[config.mk]
export PLATFORM = sky130hd
export DESIGN_NAME = cmlk_3d_stream_gen
export DESIGN_NICKNAME = d
export VERILOG_FILES = /design/src/rtl/cmlk_3d_imaging_pkg.sv /design/src/rtl/cmlk_word_queue.sv /design/src/rtl/cmlk_3d_stream_gen.sv
export SDC_FILE = /design/constraint.sdc
export NUM_CORES = 1
export LEC_CHECK = 0
export CORE_ASPECT_RATIO = 1.2
export CORE_MARGIN = 2
export CORE_UTILIZATION = 58
export DETAILED_ROUTE_END_ITERATION = 16
export PLACE_DENSITY_LB_ADDON = 0.1
export SLEW_MARGIN = 5
export SYNTH_ARGS = -nofsm -noshare
export SYNTH_HDL_FRONTEND = slang
export SYNTH_SLANG_ARGS = --single-unit
[constraint.sdc]
create_clock -name clk -period 4.4 [get_ports clk]
set_input_delay 0.44 -clock clk [delete_from_list [all_inputs] [get_ports clk]]
set_output_delay 0.44 -clock clk [all_outputs]
set_load 0.02 [all_outputs]
[src/rtl/cmlk_3d_imaging_pkg.sv]
// Shared state type, byte-lane layout and FIFO timing for the 3D-imaging stream path.
package cmlk_3d_imaging_pkg;

    typedef enum logic [1:0] {
        IDLE  = 2'd0,
        RUN   = 2'd1,
        DRAIN = 2'd2,
        DONE  = 2'd3
    } gen_state_t;

    localparam int LANE_A0 = 0;
    localparam int LANE_B0 = 8;
    localparam int LANE_A1 = 16;
    localparam int LANE_B1 = 24;

    localparam int FIFO_RD_LAT = 1;

    function automatic int unsigned words_for_beats(input int unsigned beats);
        return (beats + 1) / 2;
    endfunction

endpackage

[src/rtl/cmlk_word_queue.sv]
// Two-entry fall-through word queue: an incoming word is visible at head in the
// same cycle it is pushed, so the output stage never waits an extra cycle.
module cmlk_word_queue (
    input  logic        clk,
    input  logic        rst_n,
    input  logic        flush,
    input  logic        push,
    input  logic [31:0] push_data,
    input  logic        pop,
    output logic [31:0] head,
    output logic        head_vld,
    output logic [1:0]  count
);

    logic [31:0] mem [2];
    logic        wr_ptr;
    logic        rd_ptr;
    logic [1:0]  count_q;
    logic        bypass;
    logic        store;
    logic        take;

    assign bypass   = (count_q == 2'd0);
    assign head     = bypass ? push_data : mem[rd_ptr];
    assign head_vld = !bypass || push;
    assign count    = count_q;

    // A word pushed and consumed in the same cycle while empty never lands in storage.
    assign store = push && !(bypass && pop);
    assign take  = pop && !bypass;

    always_ff @(posedge clk or negedge rst_n) begin
        if (!rst_n) begin
            wr_ptr  <= 1'b0;
            rd_ptr  <= 1'b0;
            count_q <= 2'd0;
        end else if (flush) begin
            wr_ptr  <= 1'b0;
            rd_ptr  <= 1'b0;
            count_q <= 2'd0;
        end else begin
            if (store) wr_ptr <= !wr_ptr;
            if (take)  rd_ptr <= !rd_ptr;
            count_q <= count_q + {1'b0, store} - {1'b0, take};
        end
    end

    always_ff @(posedge clk) begin
        if (store && !flush) mem[wr_ptr] <= push_data;
    end

endmodule

[src/rtl/cmlk_3d_stream_gen.sv]
// Cache-FIFO playback into two lock-stepped 8-bit AXI-stream masters with tlast framing.
// Optional starvation counter output enabled by `define CMLK_STREAM_GEN_STARVE_CNT_EN.
module cmlk_3d_stream_gen
    import cmlk_3d_imaging_pkg::*;
#(
    parameter int FRAME_LEN_W  = 16,
    parameter int STARVE_CNT_W = 32
) (
    input  logic                   clk,
    input  logic                   rst_n,
    input  logic                   start,
    input  logic                   abort,
    input  logic [FRAME_LEN_W-1:0] frame_len,
    input  logic [31:0]            fifo_rddata,
    output logic                   fifo_rden,
    input  logic                   fifo_empty,
    output logic [7:0]             m00_axis_tdata,
    output logic                   m00_axis_tvalid,
    output logic                   m00_axis_tlast,
    input  logic                   m00_axis_tready,
    output logic [7:0]             m01_axis_tdata,
    output logic                   m01_axis_tvalid,
    output logic                   m01_axis_tlast,
    input  logic                   m01_axis_tready,
    output logic                   busy,
    output logic                   done
`ifdef CMLK_STREAM_GEN_STARVE_CNT_EN
    ,
    output logic [STARVE_CNT_W-1:0] starve_cnt
`endif
);

    gen_state_t             state_q, state_d;
    logic [FRAME_LEN_W-1:0] frame_len_q;
    logic [FRAME_LEN_W-1:0] words_total_q;
    logic [FRAME_LEN_W-1:0] words_issued_q;
    logic [FRAME_LEN_W-1:0] beats_loaded_q;
    logic                   half_q;
    logic [FIFO_RD_LAT-1:0] rd_vld_p1;
    logic [1:0]             inflight;
    logic [1:0]             q_count;
    logic [31:0]            q_head;
    logic                   q_head_vld;
    logic                   q_push;
    logic                   q_pop;
    logic                   active;
    logic                   xfer;
    logic                   start_ok;
    logic                   can_load;
    logic                   last_beat;
    logic                   beat_vld_p2;
    logic                   beat_last_p2;
    logic [7:0]             beat_a_p2;
    logic [7:0]             beat_b_p2;

    assign active    = (state_q == RUN) || (state_q == DRAIN);
    assign xfer      = beat_vld_p2 && m00_axis_tready && m01_axis_tready;
    assign start_ok  = (state_q == IDLE) && start && !abort && (frame_len != '0);
    assign inflight  = 2'($countones(rd_vld_p1));
    assign q_push    = rd_vld_p1[FIFO_RD_LAT-1];
    assign last_beat = (beats_loaded_q == frame_len_q - FRAME_LEN_W'(1));

    assign fifo_rden = (state_q == RUN) && !fifo_empty
                     && (({1'b0, q_count} + {1'b0, inflight}) < 3'd2)
                     && (words_issued_q < words_total_q);

    assign can_load = active && q_head_vld && (beats_loaded_q < frame_len_q)
                    && (!beat_vld_p2 || xfer);
    // The head word retires after its high half, or after its low half on an odd frame end.
    assign q_pop    = can_load && (half_q || last_beat);

    cmlk_word_queue u_queue (
        .clk       (clk),
        .rst_n     (rst_n),
        .flush     (abort),
        .push      (q_push),
        .push_data (fifo_rddata),
        .pop       (q_pop),
        .head      (q_head),
        .head_vld  (q_head_vld),
        .count     (q_count)
    );

    always_comb begin
        state_d = state_q;
        case (state_q)
            IDLE:    if (start_ok) state_d = RUN;
            RUN:     if (fifo_rden && (words_issued_q == words_total_q - FRAME_LEN_W'(1)))
                         state_d = DRAIN;
            DRAIN:   if (xfer && beat_last_p2) state_d = DONE;
            DONE:    state_d = IDLE;
            default: state_d = IDLE;
        endcase
        if (abort) state_d = IDLE;
    end

    // Stage p1: control state, frame counters and read-latency tracking
    always_ff @(posedge clk or negedge rst_n) begin
        if (!rst_n) begin
            state_q        <= IDLE;
            frame_len_q    <= '0;
            words_total_q  <= '0;
            words_issued_q <= '0;
            beats_loaded_q <= '0;
            half_q         <= 1'b0;
            rd_vld_p1      <= '0;
        end else begin
            state_q   <= state_d;
            rd_vld_p1 <= abort ? '0 : FIFO_RD_LAT'({rd_vld_p1, fifo_rden});
            if (start_ok) begin
                frame_len_q    <= frame_len;
                words_total_q  <= FRAME_LEN_W'(words_for_beats(32'(frame_len)));
                words_issued_q <= '0;
                beats_loaded_q <= '0;
                half_q         <= 1'b0;
            end else begin
                if (fifo_rden) words_issued_q <= words_issued_q + FRAME_LEN_W'(1);
                if (can_load) begin
                    beats_loaded_q <= beats_loaded_q + FRAME_LEN_W'(1);
                    half_q         <= !half_q;
                end
            end
        end
    end

    // Stage p2: registered output beat shared by both channels
    always_ff @(posedge clk or negedge rst_n) begin
        if (!rst_n) begin
            beat_vld_p2  <= 1'b0;
            beat_last_p2 <= 1'b0;
            beat_a_p2    <= '0;
            beat_b_p2    <= '0;
        end else if (abort) begin
            beat_vld_p2  <= 1'b0;
            beat_last_p2 <= 1'b0;
        end else if (can_load) begin
            beat_vld_p2  <= 1'b1;
            beat_last_p2 <= last_beat;
            beat_a_p2    <= half_q ? q_head[LANE_A1 +: 8] : q_head[LANE_A0 +: 8];
            beat_b_p2    <= half_q ? q_head[LANE_B1 +: 8] : q_head[LANE_B0 +: 8];
        end else if (xfer) begin
            beat_vld_p2  <= 1'b0;
            beat_last_p2 <= 1'b0;
        end
    end

    assign m00_axis_tdata  = beat_a_p2;
    assign m01_axis_tdata  = beat_b_p2;
    assign m00_axis_tvalid = beat_vld_p2;
    assign m01_axis_tvalid = beat_vld_p2;
    assign m00_axis_tlast  = beat_last_p2;
    assign m01_axis_tlast  = beat_last_p2;
    assign busy            = active;
    assign done            = (state_q == DONE);

`ifdef CMLK_STREAM_GEN_STARVE_CNT_EN
    logic [STARVE_CNT_W-1:0] starve_cnt_q;

    always_ff @(posedge clk or negedge rst_n) begin
        if (!rst_n) begin
            starve_cnt_q <= '0;
        end else if (start_ok) begin
            starve_cnt_q <= '0;
        end else if (active && !beat_vld_p2 && (beats_loaded_q < frame_len_q)
                     && (starve_cnt_q != '1)) begin
            starve_cnt_q <= starve_cnt_q + STARVE_CNT_W'(1);
        end
    end

    assign starve_cnt = starve_cnt_q;
`else
    logic unused_starve_w;
    assign unused_starve_w = (STARVE_CNT_W > 0);
`endif

endmodule

==> metrics.md <==
| Metric | Value |
|---|---|
| Clock sinks | 154 |
| RePlAce Congestion | 0.965 |
| Initial DRC count | 382 |
| CP max-delay cell | dfrtp_1 |
| Cell Int Power | 3.31 mW |
| Die Width | 115 microns |
| Sw Share | 37.0% |
| H-tree Lvls | 4 |
| Synth cell types | 63 |
| Hold-fix buffers at CTS | 1 |
| Share of layout cells above drive strength 1 | 7.34% |
| Power Density | 521 nW/um^2 |
| Clock transition at path regs | 0.07 ns |
| Filler Cells Inserted | 1099 |
| Crit path DAT | 3.57 ns |
| Fin nets | 985 |
| Status | complete, no violations |
| Pre-CTS setup slack | 0.956 ns |
| CTS tree | done |
| Via/cell ratio | 6.05 |
| Placed insts | 1041 |
| Die area | 15800 sq um |
| Synthesis-to-finish area growth | 17.4% |
| Ant diodes | 0 |
| PortBufs | 77 |
| YS warnings | 0 |
| Main synth FF type | dfrtp_1 |
| Hold WC Path Type | register to register |
| Core Rows | 48 |
| Commonest non-fill, non-tap cell in the layout | dfrtp_1 |
| Endpoints failing setup | 0 |
| Leakage | 4.10 nW |
| CP Class | register to register |
| Gr ovfl total | 0 |
| Seq/Total Area, Yosys | 48.7% |
| Worst vdd ir | 0.300 mV |
| Final WL | 19300 microns |
| Post-Synthesis Cells | 819 |
| Hold Vio Cnt, Final | 0 |
| Final HPWL from detailed placement | 13500 microns |
| Avg WL per Cell | 18.0 microns |
| Largest net degree at the start of global routing | 98 |
| Final worst path period share | 78.2% |
| Worst-skew pair later-pin latency | 0.43 ns |
| CP Depth | 11 |
| CP max stage delay | 0.41 ns |
| # DRC | 0 |
| Final std cells w/o fill | 1074 |
| Post-route ant nets | 0 |
| Clk_skew | 0.00913 ns |
| Most Frequent Cell on Critical Path | o31a_1 |
| Hold depth | 2 |
| CP bufs+invs | 2 |
| Sw power | 1.94 mW |
| CTS resizes | 0 |
| Core region area | 14400 sq um |
| Vias in the first global route | 6531 |
| Starting Density | 59.5% |
| Crit start category | register |
| First-pass GRT wire length | 32000 microns |
| Synth Area per Inst | 10.5 sq um |
| Least-Margin Pin Slew | 1.16 ns |
| Post-synth EDFFs | 64 |
| Area of the multi-input gates | 4100 sq um |
| Clock power share | 27.6% |
| Asr flop ratio synth | 58.4% |
| Maxcap violations | 0 |
| Initial antenna violation count | 0 |
| TritonCTS buffer count | 17 |
| Die Y | 137 microns |
| Commonest cells after routing, fill and taps aside | dfrtp_1, clkdlybuf4s50_1, nor2_1 |
| Setup TNS | 0 ns |
| Reg2Reg Depth | 11 |
| RSZ-0062 raised after global routing | no |
| Crit end category | register |
| Post-Syn Nets | 918 |
| Flop pwr share | 38.9% |
| Worst setup margin | 0.959 ns |
| Synth Cell Area | 8570 sq um |
| Final Critical Period | 3.44 ns |
| Setup bufs post-CTS | 0 |
| Crit path cell chain | inv_1 > ha_1 > nor2b_1 > a21oi_1 > nand4b_1 > a2111oi_2 > nand4_1 > o31a_1 > o31a_1 > and3b_1 > buf_4 |
| Reg area | 4170 sq um |
| Pins Over Slew Limit | 0 |
| Clk buf depth | 2 |
| Pre-Repair DR Iteration Count | 5 |
| Kind of cell adding the most delay to the critical path | compound AO/OA/AOI/OAI gates |
| Clock root cell | clkbuf_16 |
| Routed via count | 6500 |
| Io pins | 78 |
| Total GRT Usage | 26.0% |
| CP required | 4.53 ns |
| Fmax | 0.291 GHz |
| Comb power frac | 33.6% |
| FF+latch count, synth | 154 |
| Relative slew margins | 22.9% |
| Worst Path Max Fanout | 32 |
cell type report:
type / instances / area share [%]
repair buffers: 85 / 8.38
flip-flops and latches: 154 / 41.5
inverters: 41 / 1.53
clock buffers: 17 / 4.23
clock inverters: 15 / 1.55
well taps: 175 / 2.17
multi-input cells: 587 / 40.7
metal layers:
metal  vias up  global-route usage, %  routed length [microns]  part of all wire [%]
li1       3088                      -                        -                     -
met1      3206                   33.8                     8450                    44
met2       183                   43.6                     9450                    49
met3        23                   4.84                     1030                   5.3
met4         0                   9.64                      363                   1.9
met5         -                      0                        0                     0
cells in the mapped netlist, types with 2 or more instances:
cell type / number / share of area, %
o21a_1: 3 / 0.26
inv_1: 41 / 1.8
mux4_2: 16 / 4.2
xnor2_1: 26 / 2.7
a21oi_1: 48 / 2.8
dfrtp_1: 90 / 26
nor3_1: 8 / 0.47
and2_1: 6 / 0.44
o31ai_1: 2 / 0.18
nand3_1: 29 / 1.7
nor2_1: 75 / 3.3
a211oi_1: 2 / 0.18
buf_2: 3 / 0.18
clkbuf_1: 24 / 1.1
nand4_1: 25 / 1.8
buf_1: 7 / 0.31
o21ai_0: 54 / 3.2
and4_1: 6 / 0.61
and3_1: 19 / 1.4
or3_1: 8 / 0.58
nor2b_1: 8 / 0.58
buf_4: 3 / 0.26
nand2_1: 71 / 3.1
o31a_1: 5 / 0.51
or4_1: 2 / 0.18
edfxtp_1: 64 / 22
nor4b_1: 5 / 0.51
nand4b_1: 3 / 0.31
mux2i_1: 20 / 2.3
nand2b_1: 3 / 0.22
xor2_1: 52 / 5.3
o2111ai_1: 4 / 0.41
a31oi_1: 4 / 0.29
nor4_1: 10 / 0.73
ha_1: 44 / 6.4
nand3b_1: 2 / 0.18
through the flow:
step                utilization [%]  instance area, sq um  total power, mW  hold slack (ns)
global placement               65.7                  9480             3.74            0.447
global route                   69.9                 10100             5.58            0.536
floorplan                         -                  8570             3.20            0.144
finish                         69.9                 10100             5.24            0.494
CTS                            69.9                 10100             5.27            0.498
detailed placement             65.7                  9480             3.81            0.451
power by group through the flow:
stage	clock network (mW)	logic, mW	registers (mW)
after floorplan	0	1.16	2.04
after global placement	0	1.69	2.05
after detailed placement	0	1.75	2.05
after CTS	1.47	1.77	2.03
after global routing	1.53	1.98	2.07
final	1.45	1.76	2.04
worst register-to-register path, delay by kind of cell, from the launching register on:
| family | cells | cell delay, ns |
|---|---|---|
| AO/OA/AOI/OAI | 4 | 1.15 |
| AND/OR/NAND/NOR | 4 | 0.94 |
| flip-flops | 1 | 0.41 |
| buffers and inverters | 2 | 0.37 |
| adder cells (fa/ha/maj) | 1 | 0.25 |
registers in the layout, indices dropped and copies added, names as in the netlist, 2 cells and up:
register,flops
words_total_q,16
u_queue.count,2
beats_loaded_q,16
state_q,2
m00_axis_tdata,8
u_queue.mem,64
words_issued_q,16
m01_axis_tdata,8
frame_len_q,16
kinds of logic after synthesis:
family / share of synthesized area (%)
xor+xnor: 7.97
flops: 48.7
fa+ha+maj: 6.42
compound gates: 9.59
simple gates: 16.9
buf+inv: 3.59
mux: 6.84
path summary, 6_finish.rpt:
| check | from | end | slack, ns |
|---|---|---|---|
| setup reg to reg | frame_len_q[1] | u_queue.mem[1][4] | 0.96 |
| max in group asynchronous | rst_n | m00_axis_tdata[5] | 2.81 |
| hold / removal | m00_axis_tdata[0] | m00_axis_tdata[0] | 0.49 |
| hold reg to reg | m00_axis_tdata[0] | m00_axis_tdata[0] | 0.49 |
| min in group asynchronous | rst_n | frame_len_q[4] | 0.53 |
| setup / recovery | frame_len_q[1] | u_queue.mem[1][4] | 0.96 |
Power figures use the tool's default switching activity.
